## src/rtl/ln_taylor_seq.sv

```systemverilog
// Sequential fixed-point natural log: normalise x = m*2^k, then accumulate one
// ln(1+y) Taylor term per clock. Same signed Q(INT).(FRAC) format as the exp block.
module ln_taylor_seq #(
   parameter int INT_WIDTH  = 8,
   parameter int FRAC_WIDTH = 8,
   parameter int TERMS      = 8,
   parameter int GUARD      = 8
) (
   input  logic                                   clk,
   input  logic                                   rst,
   input  logic                                   start,
   input  logic signed [INT_WIDTH+FRAC_WIDTH-1:0] x,
   output logic                                   busy,
   output logic                                   done,
   output logic signed [INT_WIDTH+FRAC_WIDTH-1:0] result,
   output logic                                   err
);
   localparam int TW = INT_WIDTH + FRAC_WIDTH;
   localparam int W  = TW + GUARD + 4;
   localparam int FP = FRAC_WIDTH + GUARD;

   localparam logic signed [W-1:0]  ONE    = W'(1) << FP;
   localparam logic signed [W-1:0]  HALF   = W'(1) << (GUARD - 1);
   localparam logic signed [W-1:0]  LN2    = W'($rtoi(0.6931471805599453 * (2.0 ** FP) + 0.5));
   localparam logic signed [W-1:0]  OMAX   = W'((64'sd1 <<< (TW - 1)) - 64'sd1);
   localparam logic signed [W-1:0]  OMIN   = ~OMAX;
   localparam logic signed [TW-1:0] SAT_HI = {1'b0, {(TW-1){1'b1}}};
   localparam logic signed [TW-1:0] SAT_LO = {1'b1, {(TW-1){1'b0}}};

   typedef enum logic [1:0] {S_IDLE, S_NORM, S_SERIES, S_DONE} state_t;

   state_t                r_state, w_next;
   logic signed [TW-1:0]  r_x;
   logic signed [W-1:0]   r_pow, r_y, r_sum;
   logic [3:0]            r_n;
   logic signed [TW-1:0]  r_result;
   logic                  r_err;

   // 1/n table, rounded to F' fractional bits, so the series needs no divider
   logic signed [W-1:0] w_recip [0:15];
   for (genvar g = 0; g < 16; g++) begin : g_recip
      if (g == 0) begin : g_zero
         assign w_recip[g] = '0;
      end else begin : g_val
         assign w_recip[g] = W'(((64'd1 << FP) + 64'(g / 2)) / 64'(g));
      end
   end

   int                  w_p;
   logic signed [W-1:0] w_m0, w_m, w_k, w_y0;
   logic                w_half, w_nonpos;

   // m0 in [1,2); folding m0 >= 1.5 down to m0/2 keeps y within [-0.25, 0.5)
   always_comb begin
      w_p = 0;
      for (int i = 0; i < TW - 1; i++)
         if (r_x[i]) w_p = i;
      w_m0   = W'(r_x) << (FP - w_p);
      w_half = w_m0[FP-1];
      w_m    = w_half ? (w_m0 >>> 1) : w_m0;
      w_k    = W'(w_p - FRAC_WIDTH + (w_half ? 1 : 0));
      w_y0   = w_m - ONE;
   end

   assign w_nonpos = r_x[TW-1] | (r_x == '0);

   logic signed [2*W-1:0] w_tprod, w_pprod;
   logic signed [W-1:0]   w_term, w_sum_nxt, w_pow_nxt, w_rnd;
   logic signed [TW-1:0]  w_res;
   logic                  w_unused;

   assign w_tprod   = (2*W)'(r_pow) * (2*W)'(w_recip[r_n]);
   assign w_pprod   = (2*W)'(r_pow) * (2*W)'(r_y);
   assign w_term    = w_tprod[FP +: W];
   assign w_pow_nxt = w_pprod[FP +: W];
   assign w_sum_nxt = r_n[0] ? (r_sum + w_term) : (r_sum - w_term);
   assign w_rnd     = (w_sum_nxt + HALF) >>> GUARD;
   assign w_res     = (w_rnd > OMAX) ? SAT_HI :
                      (w_rnd < OMIN) ? SAT_LO : w_rnd[TW-1:0];
   assign w_unused  = ^{w_tprod[FP-1:0], w_tprod[2*W-1:FP+W],
                        w_pprod[FP-1:0], w_pprod[2*W-1:FP+W]};

   always_ff @(posedge clk) begin
      if (rst) r_state <= S_IDLE;
      else     r_state <= w_next;
   end

   always_comb begin
      w_next = r_state;
      case (r_state)
         S_IDLE:   if (start) w_next = S_NORM;
         S_NORM:   w_next = w_nonpos ? S_DONE : S_SERIES;
         S_SERIES: if (r_n == 4'(TERMS)) w_next = S_DONE;
         S_DONE:   w_next = S_IDLE;
         default:  w_next = S_IDLE;
      endcase
   end

   always_comb begin
      busy = (r_state == S_NORM) || (r_state == S_SERIES);
      done = (r_state == S_DONE);
   end

   always_ff @(posedge clk) begin
      if (rst) begin
         r_x      <= '0;
         r_pow    <= '0;
         r_y      <= '0;
         r_sum    <= '0;
         r_n      <= '0;
         r_result <= '0;
         r_err    <= 1'b0;
      end else begin
         case (r_state)
            S_IDLE: if (start) r_x <= x;
            S_NORM: begin
               if (w_nonpos) begin
                  r_result <= SAT_LO;
                  r_err    <= 1'b1;
               end else begin
                  r_pow <= w_y0;
                  r_y   <= w_y0;
                  r_sum <= w_k * LN2;
                  r_n   <= 4'd1;
               end
            end
            S_SERIES: begin
               r_sum <= w_sum_nxt;
               r_pow <= w_pow_nxt;
               r_n   <= r_n + 4'd1;
               if (r_n == 4'(TERMS)) begin
                  r_result <= w_res;
                  r_err    <= 1'b0;
               end
            end
            default: ;
         endcase
      end
   end

   assign result = r_result;
   assign err    = r_err;
endmodule

```

## config.mk

```make
export PLATFORM = sky130hd
export DESIGN_NAME = ln_taylor_seq
export DESIGN_NICKNAME = d
export VERILOG_FILES = /design/src/rtl/ln_taylor_seq.sv
export SDC_FILE = /design/constraint.sdc
export NUM_CORES = 2
export LEC_CHECK = 0
export ABC_AREA = 1
export ABC_CLOCK_PERIOD_IN_PS = 16040
export CAP_MARGIN = 20
export CORE_AREA = 2 2 380 269
export DETAILED_ROUTE_END_ITERATION = 6
export DIE_AREA = 0 0 382 271
export HOLD_SLACK_MARGIN = 0.02
export PLACE_DENSITY = 0.7
export SLEW_MARGIN = 0
export SYNTH_ARGS = -nofsm -noshare
export SYNTH_HDL_FRONTEND = slang
export SYNTH_SLANG_ARGS = --single-unit
```

## constraint.sdc

```tcl
create_clock -name clk -period 16.04 [get_ports clk]
set_clock_uncertainty 0.05 [all_clocks]
set_input_delay 4.01 -clock clk [delete_from_list [all_inputs] [get_ports clk]]
set_output_delay 4.01 -clock clk [all_outputs]
set_load 0.02 [all_outputs]
```

After elaboration in Yosys (flattened, before gate mapping). Memories as Yosys holds them, arrays and structs flattened. Cells that the tools add are included.

Memories: 1. Bits in writable memories: 0. Memory bits (read-only): 448. Input port bits: 19. Word-level logic and storage cells: 81. Bits in registers: 123. Latch bits: 0. Output and inout bits: 19.

Memories: (name not given) (words 16, bits a word 28, read ports 1, clocked after memory_dff 0, write ports 0, RTL line 72) `assign w_tprod = (2*W)'(r_pow) * (2*W)'(w_recip[r_n]);`.

Divide/modulo/power cells: 0. Bitwise logic cells: 3. Shift operators: 1. Equal/unequal tests: 8. Multiplexer cells: 37. Multiply operators: 3. Magnitude comparators: 3. Reductions and logical operators: 9. Add/sub/neg operators: 8.

Operators with widths (count): $mux 32 (11); $mux 28 (5); $pmux 28 s2 (2); $mul 28x28->44 (2); $mux 16 (4); $pmux 16 s2 (1); $shl 28x32->28 (1); $sub 6x32->32 const A (1); $add 28x2->28 (1); $add 28x28->28 (1); $add 28x9->28 const B (1); $mul 28x16->27 const B (1); $sub 28x18->28 const B (1); $sub 28x28->28 (1); $sub 28x5->28 const B (1); $mux 27 (1); $gt 20x16->1 const B (1); $lt 20x16->1 const B (1); $logic_not 16->1 (1); $mux 2 (4); $ne 2x2->1 const B (4); $pmux 2 s4 (1); $pmux 4 s2 (1); $reduce_and 2->1 (4); 15 further kinds (20).

Logic depth before layout (Yosys ltp).
Depth after elaboration: 21. Mapped depth: 68. Gate-level depth less buffers: 64.

Worst setup path before layout. OpenSTA, ideal clock, no wires.

Path kind: register to register. Start point: reg r_n[0]. End point: reg r_result[9] (netlist: result[9]). Path slack: 5.267 ns. Buffers on the path: 4. Data required time: 15.864 ns. Data arrival time: 10.596 ns. Clock period less this slack: 10.773 ns. Setup time: 0.126 ns. Stages on the path, launching flop included: 61. Path through: dfxtp_1 inv_1 clkbuf_1 clkbuf_1 ha_1 a21oi_1 o21ai_0 nand2_1 clkbuf_1 clkinv_1 nand2_1 fa_1 fa_1 inv_1 fa_1 inv_1 fa_1 inv_1 [... 25 more ...] nor2_1 nand4_1 nand3_1 xor2_1 inv_1 nor2_1 nand3_1 nor3_1 nand3_1 nand2_1 nand2_1 nor2_1 nand2_1 nand4_2 buf_6 nand2_1 nor2_1 nor2_2.

Longest elaborated chain between the ends: 13. Elaborated cells between the ends (all ways): 18. Those cells by class: add/sub (3); mul (1); order compare (2); eq/ne (2); mux (7); bitwise (1); reduce/logical (1); memory (1).

RTL lines: start, declared (RTL line 35) `logic [3:0] r_n;`; start signal, assigned (RTL line 130) `r_n <= r_n + 4'd1;`; $not 4->5 (implied by the code) (RTL line 72); $mem_v2 16x28; $mux 28 (implied by the code) (2 in a row) (RTL line 72); $mul 28x28->44 (RTL line 72); $sub 28x28->28 or $add 28x28->28 (tied branches) (RTL line 76) `assign w_sum_nxt = r_n[0] ? (r_sum + w_term) : (r_sum - w_term);`; $mux 28 (RTL line 76); $add 28x9->28 (RTL line 77) `assign w_rnd = (w_sum_nxt + HALF) >>> GUARD;`; $lt 20x16->1 (RTL line 79) `(w_rnd < OMIN) ? SAT_LO : w_rnd[TW-1:0];`; $mux 16 (RTL line 79); $mux 16 (RTL line 78) `assign w_res = (w_rnd > OMAX) ? SAT_HI :`; $mux 16 (RTL line 131) `if (r_n == 4'(TERMS)) begin`; $pmux 16 s2 (RTL line 114) `case (r_state)`; end signal, assigned (RTL line 132) `r_result <= w_res;`; end, declared (RTL line 36) `logic signed [TW-1:0] r_result;`.

Several ways; a longest one is shown, not always the timed one. The select of a mux whose other input is x is not followed. A chain may end at the register's enable or synchronous reset.

Worst setup path after layout.
Start point: reg r_n[0]. End point: reg r_result[8] (netlist: result[8]).

The elaborated chain is that of the path after synthesis.

==> flow_summary.yaml <==
clock_tree:
  cts_tree: "built"
  postCtsSetupRepairBufs: 0
  cts_root_buffer: "clkbuf_16"
  cts_sinks: 123
  clkTransAtPathRegs_ns: 0.06
  numCtsBuffers: 17
  cts_resized: 0
  clk_path_buf_depth: 2
  ctsHoldBuffers: 0
  h-tree-depth: 4
  insertion_delay_ns: 0.45
placement:
  numPortBuffers: 37
  placedCellCount: 8249
  post-place-ws_ns: 2.34
  hpwl_mm: 128
  routabilityCongestion: 0.975
drt:
  wl_per_cell_um: 19.7
  post-route-drc-count: 0
  viasPerCell: 5.48
  drt_iter0_drc: 3833
  drt-total-wl_mm: 163
  firstDrtPassIters: 6
  dr_total_vias: 45347
  antenna_left: 0
global_route:
  grt_use_total_pct: 32.5
  grt_overflow_total: 0
  grt_pass1_wl_mm: 262
  grt_max_degree: 65
  grt_pass1_vias: 47021
  antenna_found_initial: 1
floorplan:
  die_x_um: 382
  fp.dieH_um: 271
  row_count: 97
  die_area_sq_um: 104000
  core_area_sq_um: 99600
  ios: 38
  start_util_pct: 54.7
sta:
  max_freq_mhz: 72.4
  maxSlewViolCount: 0
  tns_ns: 0
  fin_crit_sh_pct: 86.2
  tightest_slew_ns: 1.06
  slew_headroom_pct: 28.8
  hold_viol_final: 0
  rsz0062_at_grt: "false"
  period_minus_slack_ns: 13.82
  setup_violations: 0
  worst_slack_ns: 2.22
critical_path:
  critical_path_arrival_ns: 14.15
  start_kind: "register"
  cpMaxStageDelayCell: "clkinv_1"
  slowest_delay_ns: 0.77
  crit_required_ns: 16.37
  cp-end-kind: "register"
  crit_type: "register to register"
  critPathMaxFanout: 26
  crit_path_frequent_cell: "inv_1"
synth:
  postSynthCellCount: 7096
  synth_nets: 8753
  synth_area_sq_um: 54500
  yosys_warnings: 0
  yosysSeqAreaShare_pct: 4.52
  ys_types: 56
  avgSynthCellArea_sq_um: 7.68
  synth_seq_cells: 123
layout:
  utilization_pct: 56.8
  areaGrowthSynthToFinish_pct: 3.82
  diodes: 0
  layout.nets: 8590
  seqCellArea_sq_um: 2470
  drive_gt1_share_pct: 2.85
  multiInputGateArea_sq_um: 44200
  fill_cells: 9391
  layout.cells.non_filler: 8281
run:
  drv_cap: 0
min_path:
  hold_path_class: "register to register"
outcome:
  status: "completed"
==> placed cells by master (no fill, tap or decap), types with 6 or more instances in the layout <==
master	synthesis	final
o21bai_1	25	25
nor4_1	15	15
nand2_2	15	16
a31oi_1	28	28
o211ai_1	30	30
nor2_1	690	690
nand2_1	1435	1434
nor3_1	32	32
xor2_1	102	102
o21ai_1	9	6
o31ai_1	6	6
clkbuf_16	0	17
inv_1	1742	1741
a21oi_1	270	270
inv_2	10	10
buf_4	4	81
clkdlybuf4s50_1	0	36
fa_1	1175	1175
xnor2_1	52	52
dfxtp_1	123	118
o21ai_0	193	193
nand3_2	6	6
nor2_2	11	11
nand3b_1	11	11
nand4_1	30	30
clkinv_1	15	16
a21o_1	16	16
o21a_1	12	12
nand3_1	223	223
or2_2	8	8
ha_1	463	462
==> routing by layer <==
metal	global-route usage (%)	vias to the layer above	wire length, um
met5	0	-	11
met4	7.84	2	4270
met3	6.58	257	16600
met1	47.0	22548	70600
met2	50.1	2030	71400
li1	-	20510	-
==> layout make-up <==
class                           instances  share of cell area [%]
Multi-Input combinational cell       4904                    78.2
Inverter                             1769                    11.7
Sequential cell                       123                    4.36
Tap cell                             1336                    2.95
Timing Repair Buffer                  118                    1.72
Clock buffer                           18                   0.776
Clock inverter                         13                   0.250
==> worst paths after layout <==
| path | from | end | slack [ns] | cells after the start |
|---|---|---|---|---|
| hold reg to reg | r_sum[0]$_SDFFE_PP0P_ | r_sum[0]$_SDFFE_PP0P_ | 0.42 | 2 |
| setup reg to reg | r_n[0]$_SDFFE_PP0P_ | result[8]$_SDFFE_PP0P_ | 2.22 | 52 |
| setup / recovery | r_n[0]$_SDFFE_PP0P_ | result[8]$_SDFFE_PP0P_ | 2.22 | 52 |
| hold / removal | r_sum[0]$_SDFFE_PP0P_ | r_sum[0]$_SDFFE_PP0P_ | 0.42 | 2 |
==> sequential cells by signal, indices dropped and copies added, names as in the netlist <==
signal	cells
r_pow	28
err	1
r_sum	28
r_x	16
r_n	4
result	16
r_y	28
r_state	2
==> worst max-delay path: cells and delay by family, from the launching register on <==
kind                     cells  cell delay (ns)
flip-flops                   1             0.75
AO/OA/AOI/OAI                4             1.24
buffers and inverters       12             2.17
AND/OR/NAND/NOR             22             3.65
XOR/XNOR                     3             0.83
adder cells (fa/ha/maj)     11             5.03
==> logic make-up after synthesis <==
group | share of synthesized area (%)
compound gates | 6.26
xor+xnor | 2.64
fa+ha+maj | 53.8
buf+inv | 14.3
flops | 4.52
simple gates | 18.5
==> Yosys cell counts (all sizes together) <==
| cell type | instances | area, sq um |
|---|---|---|
| and3 | 3 | 18.8 |
| nand3b | 11 | 82.6 |
| o2111ai | 1 | 8.76 |
| a31oi | 28 | 175 |
| o221ai | 5 | 43.8 |
| and2 | 3 | 18.8 |
| a21o | 16 | 120 |
| clkinv | 15 | 56.3 |
| a21oi | 272 | 1370 |
| o22ai | 1 | 6.26 |
| inv | 1754 | 6590 |
| o21bai | 25 | 188 |
| a221o | 1 | 10.0 |
| nand2b | 1 | 6.26 |
| or2 | 9 | 56.3 |
| a2111oi | 1 | 8.76 |
| xnor2 | 52 | 455 |
| fa | 1175 | 23500 |
| nor4 | 15 | 93.8 |
| a221oi | 1 | 8.76 |
| clkbuf | 237 | 890 |
| nand3 | 230 | 1190 |
| nand2 | 1455 | 5540 |
| ha | 463 | 5790 |
| o21a | 12 | 90.1 |
| nand4 | 31 | 200 |
| a21boi | 1 | 7.51 |
| o21ai | 205 | 1040 |
| xor2 | 107 | 986 |
| a31o | 3 | 26.3 |
| nor3 | 32 | 160 |
| dfxtp | 123 | 2460 |
| o31ai | 6 | 45.0 |
| o211ai | 30 | 225 |
| buf | 63 | 275 |
| nor2 | 704 | 2690 |
| a211oi | 5 | 37.5 |
==> through the flow <==
| stage | area (sq um) | hold WS [ns] |
|---|---|---|
| final | 56600 | 0.422 |
| after global routing | 56600 | 0.442 |
| after CTS | 56600 | 0.422 |
| after detailed placement | 56000 | 0.413 |
| after global placement | 56000 | 0.402 |
| after floorplan | 54500 | 0.395 |
Power is left out: the tool's default activity adds up to more than one toggle a clock period on the data nets, which glitch-free logic cannot reach.
